==> src/rtl/simple_bus_src.sv <==
`default_nettype none
// ============================================================================
// Module   : simple_bus_src
// Brief    : Burst source; generates seed-based incrementing words into a FWFT
//            buffer and streams them out over a valid/ready interface.
// Revision : 1.0  initial release
// ============================================================================
module simple_bus_src #(
    parameter int DATA_W     = 7,
    parameter int FIFO_DEPTH = 4,
    parameter int BURST_LEN  = 8
) (
    input  logic              clk,
    input  logic              rst_n,
    input  logic              start,
    input  logic [DATA_W-1:0] seed,
    output logic              out_valid,
    input  logic              out_ready,
    output logic [DATA_W-1:0] out_data,
    output logic              out_last,
    output logic              busy,
    output logic              done,
    output logic [7:0]        sent_cnt
);

    localparam int c_AW = (FIFO_DEPTH > 1) ? $clog2(FIFO_DEPTH) : 1;

    localparam logic [c_AW:0]   c_DEPTH    = (c_AW + 1)'(FIFO_DEPTH);
    localparam logic [c_AW:0]   c_OCC_ONE  = (c_AW + 1)'(1);
    localparam logic [c_AW-1:0] c_PTR_ONE  = c_AW'(1);
    localparam logic [7:0]      c_LAST_IDX = 8'(BURST_LEN - 1);
    localparam logic [7:0]      c_CNT_MAX  = 8'd255;

    localparam logic [1:0] c_IDLE  = 2'd0;
    localparam logic [1:0] c_FILL  = 2'd1;
    localparam logic [1:0] c_DRAIN = 2'd2;
    localparam logic [1:0] c_DONE  = 2'd3;

    logic [1:0]        r_state;
    logic [DATA_W-1:0] r_next_word;
    logic [7:0]        r_gen_cnt;
    logic [7:0]        r_sent_cnt;
    logic [DATA_W-1:0] r_mem_data [FIFO_DEPTH];
    logic              r_mem_last [FIFO_DEPTH];
    logic [c_AW-1:0]   r_wr_ptr;
    logic [c_AW-1:0]   r_rd_ptr;
    logic [c_AW:0]     r_occ;

    logic w_start;
    logic w_push;
    logic w_pop;
    logic w_last_push;
    logic w_valid;

    // Push is gated on the registered occupancy only, so a simultaneous pop
    // never frees a slot for a push in the same cycle.
    assign w_start     = (r_state == c_IDLE) && start;
    assign w_push      = (r_state == c_FILL) && (r_occ != c_DEPTH);
    assign w_valid     = (r_occ != '0);
    assign w_pop       = w_valid && out_ready;
    assign w_last_push = w_push && (r_gen_cnt == c_LAST_IDX);

    always_ff @(posedge clk) begin
        if (!rst_n) begin
            r_state     <= c_IDLE;
            r_next_word <= '0;
            r_gen_cnt   <= '0;
        end else begin
            case (r_state)
                c_IDLE: begin
                    if (start) begin
                        r_state     <= c_FILL;
                        r_next_word <= seed;
                        r_gen_cnt   <= '0;
                    end
                end
                c_FILL: begin
                    if (w_push) begin
                        r_next_word <= r_next_word + DATA_W'(1);
                        r_gen_cnt   <= r_gen_cnt + 8'd1;
                        if (w_last_push) begin
                            r_state <= c_DRAIN;
                        end
                    end
                end
                c_DRAIN: begin
                    if (w_pop && (r_occ == c_OCC_ONE)) begin
                        r_state <= c_DONE;
                    end
                end
                default: begin
                    r_state <= c_IDLE;
                end
            endcase
        end
    end

    always_ff @(posedge clk) begin
        if (!rst_n) begin
            r_sent_cnt <= '0;
        end else if (w_start) begin
            r_sent_cnt <= '0;
        end else if (w_pop && (r_sent_cnt != c_CNT_MAX)) begin
            r_sent_cnt <= r_sent_cnt + 8'd1;
        end
    end

    always_ff @(posedge clk) begin
        if (!rst_n) begin
            r_wr_ptr <= '0;
            r_rd_ptr <= '0;
            r_occ    <= '0;
        end else begin
            if (w_push) begin
                r_wr_ptr <= r_wr_ptr + c_PTR_ONE;
            end
            if (w_pop) begin
                r_rd_ptr <= r_rd_ptr + c_PTR_ONE;
            end
            case ({w_push, w_pop})
                2'b10:   r_occ <= r_occ + c_OCC_ONE;
                2'b01:   r_occ <= r_occ - c_OCC_ONE;
                default: r_occ <= r_occ;
            endcase
        end
    end

    // Storage is cleared on reset so out_data reads zero until the first push.
    always_ff @(posedge clk) begin
        if (!rst_n) begin
            for (int i = 0; i < FIFO_DEPTH; i++) begin
                r_mem_data[i] <= '0;
                r_mem_last[i] <= 1'b0;
            end
        end else if (w_push) begin
            r_mem_data[r_wr_ptr] <= r_next_word;
            r_mem_last[r_wr_ptr] <= (r_gen_cnt == c_LAST_IDX);
        end
    end

    assign out_valid = w_valid;
    assign out_data  = r_mem_data[r_rd_ptr];
    assign out_last  = r_mem_last[r_rd_ptr];
    assign busy      = (r_state != c_IDLE);
    assign done      = (r_state == c_DONE);
    assign sent_cnt  = r_sent_cnt;

endmodule
`default_nettype wire

==> config.mk <==
export PLATFORM = sky130hd
export DESIGN_NAME = simple_bus_src
export DESIGN_NICKNAME = d
export VERILOG_FILES = /design/src/rtl/simple_bus_src.sv
export SDC_FILE = /design/constraint.sdc
export NUM_CORES = 1
export LEC_CHECK = 0
export ABC_AREA = 1
export ABC_CLOCK_PERIOD_IN_PS = 3800
export CAP_MARGIN = 20
export CORE_ASPECT_RATIO = 1.1
export CORE_MARGIN = 2
export CORE_UTILIZATION = 61
export DETAILED_ROUTE_END_ITERATION = 10
export GPL_TIMING_DRIVEN = 0
export PLACE_DENSITY = 0.87
export SLEW_MARGIN = 20
export SYNTH_ARGS = -nofsm -noshare
export SYNTH_HDL_FRONTEND = slang
export SYNTH_SLANG_ARGS = --single-unit
==> constraint.sdc <==
create_clock -name clk -period 3.8 [get_ports clk]
set_clock_uncertainty 0.05 [all_clocks]
set_input_delay 0.76 -clock clk [delete_from_list [all_inputs] [get_ports clk]]
set_output_delay 0.76 -clock clk [all_outputs]
set_load 0.01 [all_outputs]
# After elaboration in Yosys (flattened, before gate mapping)
# Memory sizes are Yosys's and may differ from the RTL's. A register that Yosys moved wholly into a read port is not among the register bits.
# Cells that the tools add are included.
# word_totals
reg_bits	32
ram_bits	32
in_bits	11
output_inout_bits	19
n_memories	2
# classes
n_addsub	7
n_eq_ne	13
muxes	26
bitwise	1
n_reduce_logical	16
# memory_table
name	depth	width	rd	rd_ports_with_merged_regs	write_ports	line_no	rtl
r_mem_data	4	7	1	1	4	43	logic [DATA_W-1:0] r_mem_data [FIFO_DEPTH];
r_mem_last	4	1	1	1	4	44	logic r_mem_last [FIFO_DEPTH];
# op_table
operator	n
$mux W7	3
$mux W2	10
$add A8 B1 Y8 const B	2
$mux W8	2
$pmux W8 S2	1
$pmux W7 S2	1
$eq A8 B3 Y1 const B	1
$ne A2 B2 Y1 const B	4
$ne A8 B8 Y1 const B	1
$add A7 B1 Y7 const B	1
$mux W1	7
$reduce_or A7 Y1	1
$eq A2 B2 Y1 const B	3
$logic_and A1 B1 Y1	6
$pmux W2 S3	1
$pmux W3 S2	1
$reduce_bool A2 Y1	3
$add A2 B1 Y2 const B	2
$eq A2 B1 Y1 const B	2
$reduce_and A4 Y1	1
$add A3 B1 Y3 const B	1
$eq A3 B1 Y1 const B	1
$ne A3 B3 Y1 const B	1
$reduce_and A3 Y1	1
other kinds (6)	6

# Logic depth before layout (Yosys ltp)
# Gate-level depths: netlist of run 1.
# depth
word_depth	7
ltp_mapped	11
depth_no_buf	11

# Worst setup path after synthesis of run 1
# Ideal clock, no wire load.
# synth_timing
path_kind	register to register
from	register r_occ[0]
to	memory r_mem_data[3][0], enable pin
setup_time_ns	0.387
arrival_ns	1.700
t_required_ns	3.363
slack_ns	1.663
path_stages_with_launch	6
n_path_buf	0
period_less_slack_ns	2.137
path_cell_list	dfxtp_1 > inv_1 > ha_1 > a21oi_4 > inv_1 > o31ai_1
# synth_lines
element	line_no	rtl
from (decl)	47	logic [c_AW:0] r_occ;
from (signal assigned)	121	2'b10: r_occ <= r_occ + c_OCC_ONE;
from (signal assigned)	122	2'b01: r_occ <= r_occ - c_OCC_ONE;
from (signal assigned)	123	default: r_occ <= r_occ;
to (decl)	43	

==> results of run 1 <==
-- worst paths after layout --
path,end,from,slack (ns)
worst max-delay path,out_data[3],flip-flop,0.83
worst min-delay path,r_gen_cnt[5],r_gen_cnt[4],0.44
worst max register to register,r_mem_data[3][0],r_state[1],1.54
worst min register to register,r_gen_cnt[5],r_gen_cnt[4],0.44
-- layout make-up --
| cell class | instances | area share |
|---|---|---|
| Sequential cell | 66 | 0.421 |
| Multi-Input combinational cell | 278 | 0.369 |
| Timing Repair Buffer | 29 | 0.0758 |
| Inverter | 45 | 0.0441 |
| Clock buffer | 10 | 0.0333 |
| Clock inverter | 6 | 0.0212 |
| Tap cell | 58 | 0.0190 |
| Buffer | 10 | 0.0170 |
-- per-layer routing --
metal | part of all wire | vias up
li1 | - | 1396
met1 | 0.43 | 1242
met2 | 0.52 | 74
met3 | 0.041 | 8
met4 | 0.012 | 0
met5 | 0 | -
-- critical path, delay by kind of cell, from the launching register on --
family                 cells  cell delay [ns]
buffers and inverters      3             1.16
DFF                        1             0.38
AOI/OAI and AO/OA          1             0.20
and+or+nand+nor            1             0.07
-- power groups by stage --
| stage | Clock [mW] | Combinational, mW | Sequential (mW) |
|---|---|---|---|
| 4_1_cts | 0.638 | 1.01 | 0.942 |
| 6_report | 0.631 | 1.02 | 0.943 |
| 5_1_grt | 0.667 | 1.14 | 0.956 |
| 3_5_place_dp | 0 | 1.00 | 0.957 |
| 2_1_floorplan | 0 | 0.702 | 0.936 |
| 3_3_place_gp | 0 | 0.971 | 0.951 |
-- cells by family after synthesis --
kind of cell | after synthesis | share of synthesized area
xor+xnor | 3 | 0.00808
fa+ha+maj | 13 | 0.0500
simple gates | 188 | 0.241
buf+inv | 55 | 0.0719
compound gates | 74 | 0.133
flops | 66 | 0.496
-- sequential cells by signal, indices dropped and copies added, names as in the netlist, named ones only --
register / count
r_mem_data: 28
sent_cnt: 8
r_state: 2
r_gen_cnt: 8
r_occ: 3
r_mem_last: 4
r_wr_ptr: 2
r_rd_ptr: 2
r_next_word: 7
-- per-stage QoR --
stage	instances	setup WS, ns	utilization	hold WS [ns]	area [um^2]
after floorplan	399	1.66	-	0.403	3250
after global placement	486	1.11	0.713	0.417	3610
after detailed placement	486	1.18	0.714	0.425	3620
after CTS	502	0.808	0.756	0.441	3830
after global routing	502	0.682	0.756	0.467	3830
final	502	0.832	0.756	0.438	3830
-- cell usage in the layout (no fill, tap or decap), types with 2 or more instances in the layout --
cell type         n
nand3_1          20
nand2_1          71
clkdlybuf4s50_1  29
or2_2             2
nor3_1            9
o22ai_1           8
edfxtp_1         29
inv_2             3
clkbuf_8          9
xor2_1            3
o21ai_2           2
buf_6             3
o21ai_0          33
nand2_4           2
clkinv_2          2
dfxtp_1          37
ha_1             13
clkbuf_1          6
inv_1            42
o21bai_1          2
a21oi_1          20
nor2_1           77
bufinv_16         2
nand4_1           4
==> summary.txt, run 1 <==
Most frequent cell after synthesis = nor2_1
WS Path Type = flip-flop to output pin
Longest Clk Path Bufs = 2
Crit path cell chain = inv_1 -> clkbuf_1 -> nor2_1 -> o22ai_1 -> clkdlybuf4s50_1
Diodes inserted = 0
WHS Path Cells = 2
Die span in y = 80.6 um
CTS tree = done
Met3 usage = 0.0514
Worst skew pair latency = 0.34 ns
Via Count = 2,720
H-tree Lvls = 3
Dominant cell type by area after synthesis = edfxtp_1
Seq/Total Area, Yosys = 0.496
# clock sinks = 66
Fraction of layout cells with a size suffix above 1 = 0.0788
Final Hold Fails = 0
Die area = 5930 um^2
Net Sw Power = 986 uW
Slowest stage cell, crit path = clkdlybuf4s50_1
I/O Buffers = 29
Initial Utilization = 0.642
Final ANT Viol Nets = 0
Post-synth top cells = nor2_1 (77), nand2_1 (71), inv_1 (42)
Combinational share of power = 0.393
DR pass1 iterations = 4
Rel. slew slack = 0.431
Area growth from synthesis to layout = 17.7%
Worst endpoint required time = 2.99 ns
GR Util met2 = 0.438
Gate Count Post-Synth = 399
Outcome = finished, final reports clean
Pint = 1.61 mW
Power Density = 677 nW/um^2
GRT met1 Usage = 0.295
Ys flop type = dfxtp_1
Fmax = 337 MHz
Crit start category = flip-flop
CP endpoint kind = output pin
Endpoints failing setup = 0
Worst hold path type = flip-flop to flip-flop
Core area = 5070 um^2
Post-synth top area share = 0.268
DR vias/cell = 5.42
Number of top-level pins = 30
Yosys cell types = 33
# rows = 27
Leak = 1.52 nW
RSZ-0062 raised after global routing = no
Initial antenna violation count = 0
First-pass GRT wire length = 11.3 mm
Fin crit period = 2.97 ns
Syn_nets = 423
Max VDD drop = 0.483 mV
Least-Margin Pin Slew = 0.848 ns
Post-CTS Setup Bufs = 0
# fillers = 367
CP max FO = 10
Fin crit share = 0.781
Post-synth EDFFs = 29
Final WL = 6.83 mm
Slew Limit Fails = 0
Congestion Overflow GR = 0
Power share of the clock group = 0.243
Reg2Reg Depth = 6
Vias in the first global route = 2,556
Mean Syn Cell Area = 8.15 um^2
CTS buffer count = 9
Clk pin slew, worst setup/hold paths = 0.07 ns
Register area = 1610 um^2
Syn Std Cell Area = 3250 um^2
# hold bufs at CTS = 0
Die width = 73.6 um
CP max stage delay = 0.58 ns
Avg WL per Cell = 13.6 um
Fin Setup TNS = 0 ns
Post-CTS Resized = 0
Gpl congestion = 0.829
Sequential cell fraction of total power = 0.364
Largest net degree at the start of global routing = 12
Flop and latch count out of synthesis = 66
Total of max-cap violations = 0
Hpwl dp = 4.79 mm
DRC Markers = 0
Area of the multi-input gates = 1410 um^2
Overall power = 2.59 mW
Initial DRC count = 189
Top post-synthesis cells by area = edfxtp_1 (27%), dfxtp_1 (23%), nor2_1 (8.9%)
Ys Warns = 0
CP arrival = 2.16 ns
Async set-reset flop share out of synthesis = 0
NumNets Final = 463
Switch share = 0.380
GRT Overall Usage = 0.251
Busiest grt layer = met2
Root buffer cell = clkbuf_8
No activity file was read; power rests on OpenSTA's default activity.
==> run 2, diff against run 1 <==
--- a/config.mk
+++ b/config.mk
@@ -6,14 +6,14 @@
 export NUM_CORES = 1
 export LEC_CHECK = 0
 export ABC_AREA = 1
-export ABC_CLOCK_PERIOD_IN_PS = 3800
+export ABC_CLOCK_PERIOD_IN_PS = 2650
 export CAP_MARGIN = 20
 export CORE_ASPECT_RATIO = 1.1
 export CORE_MARGIN = 2
-export CORE_UTILIZATION = 61
+export CORE_UTILIZATION = 52
 export DETAILED_ROUTE_END_ITERATION = 10
 export GPL_TIMING_DRIVEN = 0
-export PLACE_DENSITY = 0.87
+export PLACE_DENSITY = 0.79
 export SLEW_MARGIN = 20
 export SYNTH_ARGS = -nofsm -noshare
 export SYNTH_HDL_FRONTEND = slang
==> constraint.sdc (replaced) <==
create_clock -name clk -period 2.65 [get_ports clk]
set_clock_uncertainty 0.05 [all_clocks]
set_input_delay 0.53 -clock clk [delete_from_list [all_inputs] [get_ports clk]]
set_output_delay 0.53 -clock clk [all_outputs]
set_load 0.01 [all_outputs]
==> run 2 against run 1 <==
Global-route usage decreased by 4.2 points. Highest routed layer unchanged. Routed wire length decreased by 0.23%. Register-to-register slack got worse by 1.3 ns. Largest cell class unchanged. First-iteration DRC count shrank 10%.
==> summary.txt, run 2 (synthesis gave the netlist of run 1 again) <==
Outcome = finished, final reports clean
Via Count = 2,716 (-0.15%)
DR vias/cell = 5.18 (-4.3%)
Placed insts = 508 (+4.5%)
Initial Utilization = 0.531 (-0.110)
Longest Clk Path Bufs = 2 (unchanged)
Fraction of layout cells with a size suffix above 1 = 0.0878 (+0.00901)
Max VDD drop = 0.470 mV (-2.9%)
RSZ-0062 raised after global routing = no
Overall power = 3.75 mW (+45%)
Diodes inserted = 0 (unchanged)
Finished Cell Area = 3870 um^2 (+1.0%)
Crit start category = flip-flop
Core area = 6120 um^2 (+21%)
Commonest non-fill, non-tap cell in the layout = nor2_1
Fin crit period = 2.51 ns
# rows = 30 (+11%)
Root buffer cell = clkbuf_8
Power Density = 969 nW/um^2 (+43%)
Final Hold Fails = 0 (unchanged)
CP max stage delay = 0.56 ns (-0.02 ns)
Avg WL per Cell = 13.0 um (-4.4%)
Area of the multi-input gates = 1410 um^2 (unchanged)
CP arrival = 1.93 ns (-0.23 ns)
# clock sinks = 66 (unchanged)
CTS buffer count = 9 (unchanged)
Initial antenna violation count = 0 (unchanged)
Worst skew pair latency = 0.35 ns (about the same)
Initial DRC count = 170 (-10%)
# fillers = 518 (+41%)
CP endpoint kind = output pin
Max reg flops = 28 (unchanged)
Endpoints failing setup = 0 (unchanged)
WS Path Type = flip-flop to output pin
Gpl congestion = 0.841 (+1.5%)
Number of top-level pins = 30 (unchanged)
Crit path cell chain = inv_1 -> buf_2 -> o21ai_0 -> o22ai_1 -> clkdlybuf4s50_1
Post-CTS Setup Bufs = 0 (unchanged)
Rel. slew slack = 0.393 (-0.0376)
# hold bufs at CTS = 0 (unchanged)
Slowest stage cell, crit path = clkdlybuf4s50_1
Final Core Density = 0.632 (-0.123)
Least-Margin Pin Slew = 0.904 ns (+0.0560 ns)
Leading cell types in the layout, fill and taps excluded = nor2_1 (77), nand2_1 (71), inv_1 (42), dfxtp_1 (36), o21ai_0 (33)
Hold WS = 0.437 ns (-0.000880 ns)
Final ANT Viol Nets = 0 (unchanged)
Placement Cell Area = 3650 um^2 (+0.76%)
Fin cells = 524 (+4.4%)
Slew Limit Fails = 0 (unchanged)
CTS tree = done
H-tree Lvls = 3 (unchanged)
NumNets Final = 463 (unchanged)
First-pass GRT wire length = 11.1 mm (-1.7%)
DRC Markers = 0 (unchanged)
Most flop-heavy register = r_mem_data
Die span in y = 86.9 um (+7.9%)
Fmax = 399 MHz
Largest net degree at the start of global routing = 13 (+1)
Die width = 79.4 um (+7.9%)
Worst hold path type = flip-flop to flip-flop
Vias in the first global route = 2,551 (-0.20%)
I/O Buffers = 29 (unchanged)
Worst endpoint required time = 2.07 ns (-0.92 ns)
DR pass1 iterations = 4 (unchanged)
Leak = 1.53 nW (+0.55%)
Total of max-cap violations = 0 (unchanged)
Fin crit share = 0.945
Area growth from synthesis to layout = 19.0%
Hpwl dp = 4.80 mm (+0.26%)
GRT Overall Usage = 0.209 (-0.0418)
Congestion Overflow GR = 0 (unchanged)
Die area = 6900 um^2 (+16%)
CP max FO = 10 (unchanged)
Clk pin slew, worst setup/hold paths = 0.07 ns (about the same)
Register area = 1610 um^2 (about the same)
Final WL = 6.81 mm (-0.23%)
[run 2: cell type report]
cell class                 instances  area share
buffer                            10      0.0175
clock buffer                       9      0.0320
clock inverter                     7      0.0243
inverter                          45      0.0437
multi-input combinational        278       0.365
sequential                        66       0.417
tap                               80      0.0259
timing repair buffer              29      0.0750
[run 2: critical path, delay by kind of cell (launching register included)]
| kind | cells | cell delay, ns |
|---|---|---|
| buffers and inverters | 3 | 0.97 |
| flip-flops | 1 | 0.37 |
| AO/OA/AOI/OAI | 2 | 0.25 |
[run 2: path summary, 6_finish.rpt]
check           startpoint                to  slack [ns]  cells past startpoint
max              flip-flop       out_data[5]        0.14                      5
min          r_mem_last[0]     r_mem_last[0]        0.44                      2
max reg2reg     r_state[1]  r_mem_data[3][0]        0.26                      6
min reg2reg  r_mem_last[0]     r_mem_last[0]        0.44                      2
[run 2: where the power goes]
| part | leakage [nW] | internal (mW) | switching, mW | total [mW] |
|---|---|---|---|---|
| clock | 0.107 | 0.527 | 0.401 | 0.928 |
| sequential | 0.602 | 1.23 | 0.124 | 1.35 |
| combinational | 0.818 | 0.556 | 0.910 | 1.47 |
| total | 1.53 | 2.31 | 1.43 | 3.75 |
[run 2: timing repair]
| action | 4_1_cts | 5_1_grt |
|---|---|---|
| setup endpoints to repair | 8 | 6 |
| cloned | 0 | 0 |
| resized for setup | 2 | 2 |
[run 2: through the flow]
| step | worst slack, ns | setup TNS (ns) |
|---|---|---|
| 2_1_floorplan | 0.513 | 0 |
| 3_3_place_gp | -0.0903 | -0.719 |
| 3_5_place_dp | 0.232 | 0 |
| 4_1_cts | 0.0278 | 0 |
| 5_1_grt | 0.0148 | 0 |
| 6_report | 0.145 | 0 |
[run 2: metal layers]
| layer | vias to the layer above | track usage | share of wire |
|---|---|---|---|
| met5 | - | 0 | 0 |
| met4 | 0 | 0.0768 | 0.017 |
| met3 | 10 | 0.0519 | 0.034 |
| met2 | 49 | 0.384 | 0.51 |
| met1 | 1261 | 0.234 | 0.44 |
| li1 | 1396 | - | - |
==> run 3, diff against run 2 <==
--- a/config.mk
+++ b/config.mk
@@ -12,6 +12,7 @@
 export CORE_MARGIN = 2
 export CORE_UTILIZATION = 52
 export DETAILED_ROUTE_END_ITERATION = 10
+export GPL_ROUTABILITY_DRIVEN = 0
 export GPL_TIMING_DRIVEN = 0
 export PLACE_DENSITY = 0.79
 export SLEW_MARGIN = 20
==> results of run 3 <==
The final DEF is identical to that of run 2; final timing and power are the same.
